File: src/rtl/jtag_scan_seq.sv
// ---------------------------------------------------------------------------
// jtag_scan_seq
//   JTAG master scan sequencer. It accepts one IR or DR scan request at a
//   time and walks the target TAP from Run-Test/Idle through the Shift
//   state and back. It captures TDO into a right-justified response word
//   and holds that response until the consumer takes it.
//
//   Every TAP step lasts one TCK period of 2*ClkDiv clk_i cycles. TCK is low
//   for the first half of the period and high for the second half. TMS and
//   TDI change only when a step starts. TDO is sampled on the clk_i edge that
//   drives TCK high.
//
// Parameters
//   ClkDiv         clk_i cycles per TCK half-period (1..255)
//   RunTestCycles  extra Run-Test/Idle steps after each scan (runtest build)
//
// Optional feature
//   JTAG_SCAN_SEQ_RUNTEST_EN  when defined, a RUNTEST state after POST issues
//                             RunTestCycles TMS=0 steps before the response.
//
// Ports
//   clk_i, rst_i              clock, async active-high reset
//   req_valid_i/req_ready_o   request handshake (ready only in IDLE)
//   req_ir_i                  1 = IR scan, 0 = DR scan
//   req_len_i                 scan length minus 1 (1..64 bits)
//   req_data_i                TDI bits, LSB first
//   rsp_valid_o/rsp_ready_i   response handshake
//   rsp_data_o                captured TDO bits, bit i = i-th shifted bit
//   tck_o, tms_o, tdi_o       JTAG pins driven by the master
//   tdo_i                     JTAG TDO, already synchronous to clk_i
// ---------------------------------------------------------------------------
module jtag_scan_seq #(
  parameter int ClkDiv        = 2,
  parameter int RunTestCycles = 1
) (
  input  logic        clk_i,
  input  logic        rst_i,
  input  logic        req_valid_i,
  output logic        req_ready_o,
  input  logic        req_ir_i,
  input  logic [5:0]  req_len_i,
  input  logic [63:0] req_data_i,
  output logic        rsp_valid_o,
  input  logic        rsp_ready_i,
  output logic [63:0] rsp_data_o,
  output logic        tck_o,
  output logic        tms_o,
  output logic        tdi_o,
  input  logic        tdo_i
);

  // The step counter must cover shift bits 0..63. In the runtest build it
  // must also cover RunTestCycles-1.
  localparam int CntW = (RunTestCycles > 64) ? $clog2(RunTestCycles) : 6;

  // The phase counter spans one TCK period, 0 .. 2*ClkDiv-1, at most 509.
  localparam logic [8:0] PhRise = 9'(ClkDiv - 1);      // last low cycle
  localparam logic [8:0] PhEnd  = 9'(2 * ClkDiv - 1);  // last high cycle

`ifdef JTAG_SCAN_SEQ_RUNTEST_EN
  localparam logic [CntW-1:0] RtLast = CntW'(RunTestCycles - 1);
  typedef enum logic [2:0] {
    TLR_SEQ, IDLE, PRE, SHIFT, POST, RUNTEST, RESP
  } state_t;
`else
  typedef enum logic [2:0] {
    TLR_SEQ, IDLE, PRE, SHIFT, POST, RESP
  } state_t;
`endif

  state_t          state;
  logic [8:0]      ph;
  logic [CntW-1:0] cnt;
  logic            scan_ir;
  logic [5:0]      scan_len;
  logic [63:0]     scan_data;

  // These are helpers for the step-end decisions.
  logic [5:0]      bit_idx;
  logic [5:0]      bit_nxt;
  logic [CntW-1:0] pre_last;

  always_comb begin
    bit_idx  = cnt[5:0];
    bit_nxt  = cnt[5:0] + 6'd1;
    pre_last = scan_ir ? CntW'(3) : CntW'(2);
  end

  always_ff @(posedge clk_i or posedge rst_i) begin
    if (rst_i) begin
      state       <= TLR_SEQ;
      ph          <= '0;
      cnt         <= '0;
      tck_o       <= 1'b0;
      tms_o       <= 1'b1;  // first TLR step drives TMS=1
      tdi_o       <= 1'b0;
      req_ready_o <= 1'b0;
      rsp_valid_o <= 1'b0;
      rsp_data_o  <= '0;
      scan_ir     <= 1'b0;
      scan_len    <= '0;
      scan_data   <= '0;
    end else begin
      case (state)
        IDLE: begin
          if (req_valid_i && req_ready_o) begin
            scan_ir     <= req_ir_i;
            scan_len    <= req_len_i;
            scan_data   <= req_data_i;
            rsp_data_o  <= '0;
            req_ready_o <= 1'b0;
            state       <= PRE;
            cnt         <= '0;
            ph          <= '0;
            tck_o       <= 1'b0;
            tms_o       <= 1'b1;  // Select-DR-Scan
            tdi_o       <= 1'b0;
          end
        end

        RESP: begin
          if (rsp_ready_i) begin
            rsp_valid_o <= 1'b0;
            req_ready_o <= 1'b1;
            state       <= IDLE;
          end
        end

        // These are the stepping states: TLR_SEQ, PRE, SHIFT, POST and RUNTEST.
        default: begin
          if (ph == PhRise) begin
            // This edge raises TCK. It is also the TDO sample point.
            tck_o <= 1'b1;
            ph    <= ph + 9'd1;
            if (state == SHIFT)
              rsp_data_o[bit_idx] <= tdo_i;
          end else if (ph == PhEnd) begin
            // The step ends here. Set up TMS/TDI for the next step with TCK low.
            tck_o <= 1'b0;
            ph    <= '0;
            case (state)
              TLR_SEQ: begin
                if (cnt == CntW'(5)) begin
                  state       <= IDLE;
                  cnt         <= '0;
                  tms_o       <= 1'b0;
                  req_ready_o <= 1'b1;
                end else begin
                  cnt   <= cnt + CntW'(1);
                  tms_o <= (cnt < CntW'(4));  // steps 0..4 TMS=1, step 5 TMS=0
                end
              end

              PRE: begin
                if (cnt == pre_last) begin
                  state <= SHIFT;
                  cnt   <= '0;
                  tms_o <= (scan_len == 6'd0);
                  tdi_o <= scan_data[0];
                end else begin
                  cnt   <= cnt + CntW'(1);
                  // IR path: 1,1,0,0. DR path: 1,0,0.
                  tms_o <= scan_ir && (cnt == '0);
                end
              end

              SHIFT: begin
                if (bit_idx == scan_len) begin
                  state <= POST;   // Exit1 was reached on the last bit
                  cnt   <= '0;
                  tms_o <= 1'b1;   // Update
                  tdi_o <= 1'b0;
                end else begin
                  cnt   <= cnt + CntW'(1);
                  tdi_o <= scan_data[bit_nxt];
                  tms_o <= (bit_nxt == scan_len);
                end
              end

              POST: begin
                if (cnt == '0) begin
                  cnt   <= CntW'(1);
                  tms_o <= 1'b0;   // back to Run-Test/Idle
                end else begin
                  cnt   <= '0;
                  tms_o <= 1'b0;
`ifdef JTAG_SCAN_SEQ_RUNTEST_EN
                  if (RunTestCycles > 0) begin
                    state <= RUNTEST;
                  end else begin
                    state       <= RESP;
                    rsp_valid_o <= 1'b1;
                  end
`else
                  state       <= RESP;
                  rsp_valid_o <= 1'b1;
`endif
                end
              end

`ifdef JTAG_SCAN_SEQ_RUNTEST_EN
              RUNTEST: begin
                if (cnt == RtLast) begin
                  state       <= RESP;
                  rsp_valid_o <= 1'b1;
                  cnt         <= '0;
                end else begin
                  cnt <= cnt + CntW'(1);
                end
                tms_o <= 1'b0;
              end
`endif

              default: begin
                state <= TLR_SEQ;
                cnt   <= '0;
                tms_o <= 1'b1;
              end
            endcase
          end else begin
            ph <= ph + 9'd1;
          end
        end
      endcase
    end
  end

endmodule

File: config.mk
export PLATFORM = sky130hd
export DESIGN_NAME = jtag_scan_seq
export DESIGN_NICKNAME = d
export VERILOG_FILES = /design/src/rtl/jtag_scan_seq.sv
export SDC_FILE = /design/constraint.sdc
export NUM_CORES = 1
export LEC_CHECK = 0
export ABC_AREA = 1
export ABC_CLOCK_PERIOD_IN_PS = 7870
export BUFFER_PORTS_ARGS = -buffer_cell sky130_fd_sc_hd__buf_2
export CORE_MARGIN = 2
export CORE_UTILIZATION = 61
export DETAILED_ROUTE_END_ITERATION = 8
export HOLD_SLACK_MARGIN = 0.02
export PLACE_DENSITY = 0.86
export SLEW_MARGIN = 5
export SYNTH_ARGS = -nofsm -noshare
export SYNTH_HDL_FRONTEND = slang
export SYNTH_SLANG_ARGS = --single-unit
File: constraint.sdc
create_clock -name clk_i -period 7.87 [get_ports clk_i]
set_input_delay 1.574 -clock clk_i [delete_from_list [all_inputs] [get_ports clk_i]]
set_output_delay 1.574 -clock clk_i [all_outputs]
set_load 0.03 [all_outputs]
==> results.md <==
* Crit Path Max Fanout at 50
* Hold Crit Start: rsp_data_o[59]$_DFFE_PP0P_
* Fraction of registers with async set/reset at 1.00
* Total GRT Usage at 0.306
* Synth Cell Area at 0.00813 mm^2
* Initial antenna violation count at 1
* Crit share post-route at 0.488
* Layout area overhead at 15.8%
* Fmax at 260 MHz
* Hold_buf cts at 0
* Critical Path End Type: flop
* Die ar. at 0.0143 mm^2
* Placed cell count at 1,247
* H-tree lvl count at 4
* CTS root buf: clkbuf_16
* Die Span Y at 119 um
* Vias per Instance at 5.90
* Worst r2r src: bit_idx[0]$_DFFE_PP0P_
* Syn. warnings at 0
* DRT Pass-1 Iters at 5
* Mapped Avg Cell Area at 8.34 um^2
* Final cell count without fillers at 1,277
* Leak pwr at 4.57 nW
* Vias in the first global route at 6,942
* # rows at 42
* Outcome: finished, final reports clean
* Critical path launch point: bit_idx[0]$_DFFE_PP0P_
* Final hold slack at 0.486 ns
* Final worst slack at 4.03 ns
* Worst-path clk slew at 0.06 ns
* Psw at 1.27 mW
* Wire per inst at 16.7 um
* Post-synth EDFFs at 0
* Worst slack, placed at 4.14 ns
* Max Root-Sink Buffers at 2
* Mapped Cells at 975
* Fin. Hold Viols at 0
* Chip width at 119 um
* Total power per unit cell area at 339 mW/mm^2
* Final-report max-slew violation count at 0
* Reg power frac at 0.368
* Worst-Margin Slew at 1.04 ns
* Number of synthesized register bits at 158
* Clk Latency, worst-skew pair at 0.44 ns
* Largest net degree at the start of global routing at 99
* Commonest cells after routing, fill and taps aside: 182 x nand2_1, 156 x dfrtp_1, 144 x buf_2, 128 x o21ai_0, 95 x inv_1
* Logic pwr share at 0.371
* CTS tree: done
* Final Skew at 0.00654 ns
* CP startpoint kind: flop
* Main synth FF type: dfrtp_1
* DR iter-0 viols at 1,120
* Total Wirelength at 21,300 um
* TritonCTS buffer count at 17
* TNS Setup at 0 ns
* VDD IR max at 0.278 mV
* Port buffer count at 144
* Setup bufs post-CTS at 0
* RSZ-0062 raised after global routing: false
* Power Total at 3.19 mW
* Pint at 1.92 mW
* GPL Wtd Cong at 0.892
* Nets at 1,171
* Post-CTS Resized at 0
* Fillcell total at 1,035
* MaxCap Viol Count at 0
* Synthesized Nets at 1,056
* Most common cell after layout, fill and taps aside: nand2_1
* Core area at 0.0131 mm^2
* Vias at 7,539
* Seq/Total Area, Yosys at 0.486
* Grt total ovfl at 0
* Residual DRC at 0
* Critical path class: flop to flop
* Worst Hold Class: flop to flop
* Share of layout cells above drive strength 1 at 0.205
* I/O Pins at 145
* First-pass GRT wire length at 34,600 um
* Library cells used by synthesis at 44
* Sink Count at 158
* Initial Utilization at 0.619
* CP Data Arrival Time at 4.17 ns
* Setup-failing EPs final at 0
* Sw Share at 0.398
* Post-DRT Antenna Nets at 0
* Post-DP HPWL at 13,600 um
* Slew Limit Headroom at 0.304
* Post-layout min period at 3.84 ns
* Critical Path RT at 8.20 ns
* Clk pwr share at 0.261
[worst paths after layout]
kind,endpoint,slack [ns],cells past startpoint
hold / removal,rsp_data_o[59]$_DFFE_PP0P_,0.49,2
setup / recovery,tdi_o$_DFFE_PP0P_,4.03,13
hold reg to reg,rsp_data_o[59]$_DFFE_PP0P_,0.49,2
max in group asynchronous,bit_idx[0]$_DFFE_PP0P_,5.09,3
min in group asynchronous,rsp_data_o[27]$_DFFE_PP0P_,1.26,2
setup reg to reg,tdi_o$_DFFE_PP0P_,4.03,13
[metrics by stage]
| step | area, um^2 | util |
|---|---|---|
| global placement | 8830 | 0.672 |
| global route | 9420 | 0.717 |
| finish | 9420 | 0.717 |
| floorplan | 8130 | - |
| detailed placement | 8830 | 0.672 |
| CTS | 9420 | 0.717 |
[cell families after synthesis]
| logic type | after synthesis | synth area share |
|---|---|---|
| compound gates | 291 | 0.204 |
| simple gates | 344 | 0.200 |
| buf+inv | 167 | 0.0895 |
| xor+xnor | 10 | 0.0126 |
| fa+ha+maj | 5 | 0.00769 |
| flops | 158 | 0.486 |
[cell usage after synthesis (3+ instances only)]
cell / n / area, um^2
nor3_1: 9 / 45.0
o211ai_1: 5 / 37.5
ha_1: 5 / 62.6
o22ai_1: 7 / 43.8
inv_1: 96 / 360
inv_2: 11 / 41.3
nor2_4: 6 / 67.6
clkinv_1: 5 / 18.8
buf_4: 5 / 37.5
o21ai_0: 128 / 641
nand3_4: 3 / 52.6
buf_2: 22 / 110
xnor2_1: 4 / 35.0
nand2_1: 182 / 683
o31ai_1: 64 / 480
nand2_4: 3 / 33.8
a21oi_1: 66 / 330
dfrtp_1: 157 / 3930
nand3_1: 71 / 355
buf_6: 5 / 56.3
nor3_4: 4 / 65.1
clkbuf_2: 4 / 20.0
o21ai_1: 15 / 75.1
nor2_1: 46 / 173
nor2_2: 7 / 43.8
clkbuf_1: 15 / 56.3
nand4_1: 4 / 25.0
nand2_2: 3 / 18.8
xor2_1: 4 / 35.0
[power by group through the flow]
stage               sequential, mW  combinational (mW)  clock, mW
floorplan                     1.15               0.940          0
detailed placement            1.18                1.16          0
global route                  1.20                1.34      0.865
CTS                           1.17                1.17      0.831
global placement              1.18                1.12          0
finish                        1.17                1.18      0.833
[layout make-up]
class	count	area, um^2	area share
tap	176	220	0.0234
multi-input combinational	650	3450	0.366
clock inverter	6	110	0.0117
timing repair buffer	148	751	0.0797
antenna	1	2.50	0.000266
inverter	115	450	0.0478
clock buffer	23	478	0.0508
sequential	158	3960	0.420
[flip-flops by register name, summed over array words and instances, names as in the netlist, 3 cells and up]
register / count
scan_len: 6
bit_idx: 6
rsp_data_o: 64
scan_data: 64
state: 3
ph: 9
[worst max-delay path, cell delays in order (launching register included)]
cell and delay [ns]:
dfrtp_2 1.02, inv_2 0.53, ha_1 0.90, inv_2 0.32
nand3_1 0.23, nand3_1 0.09, nand3_1 0.10, nand3_1 0.08
nand3_1 0.09, nand2_1 0.08, nand2_1 0.08, nand2_1 0.05
nand2_1 0.05, nand2_1 0.05
[per-layer routing]
layer | track usage | vias up | routed length, um
met2 | 0.456 | 389 | 9740
met1 | 0.435 | 3580 | 9150
li1 | - | 3509 | -
met3 | 0.0603 | 61 | 1740
met4 | 0.143 | 0 | 678
met5 | 0 | - | 0
(Power assumes the default switching activity.)
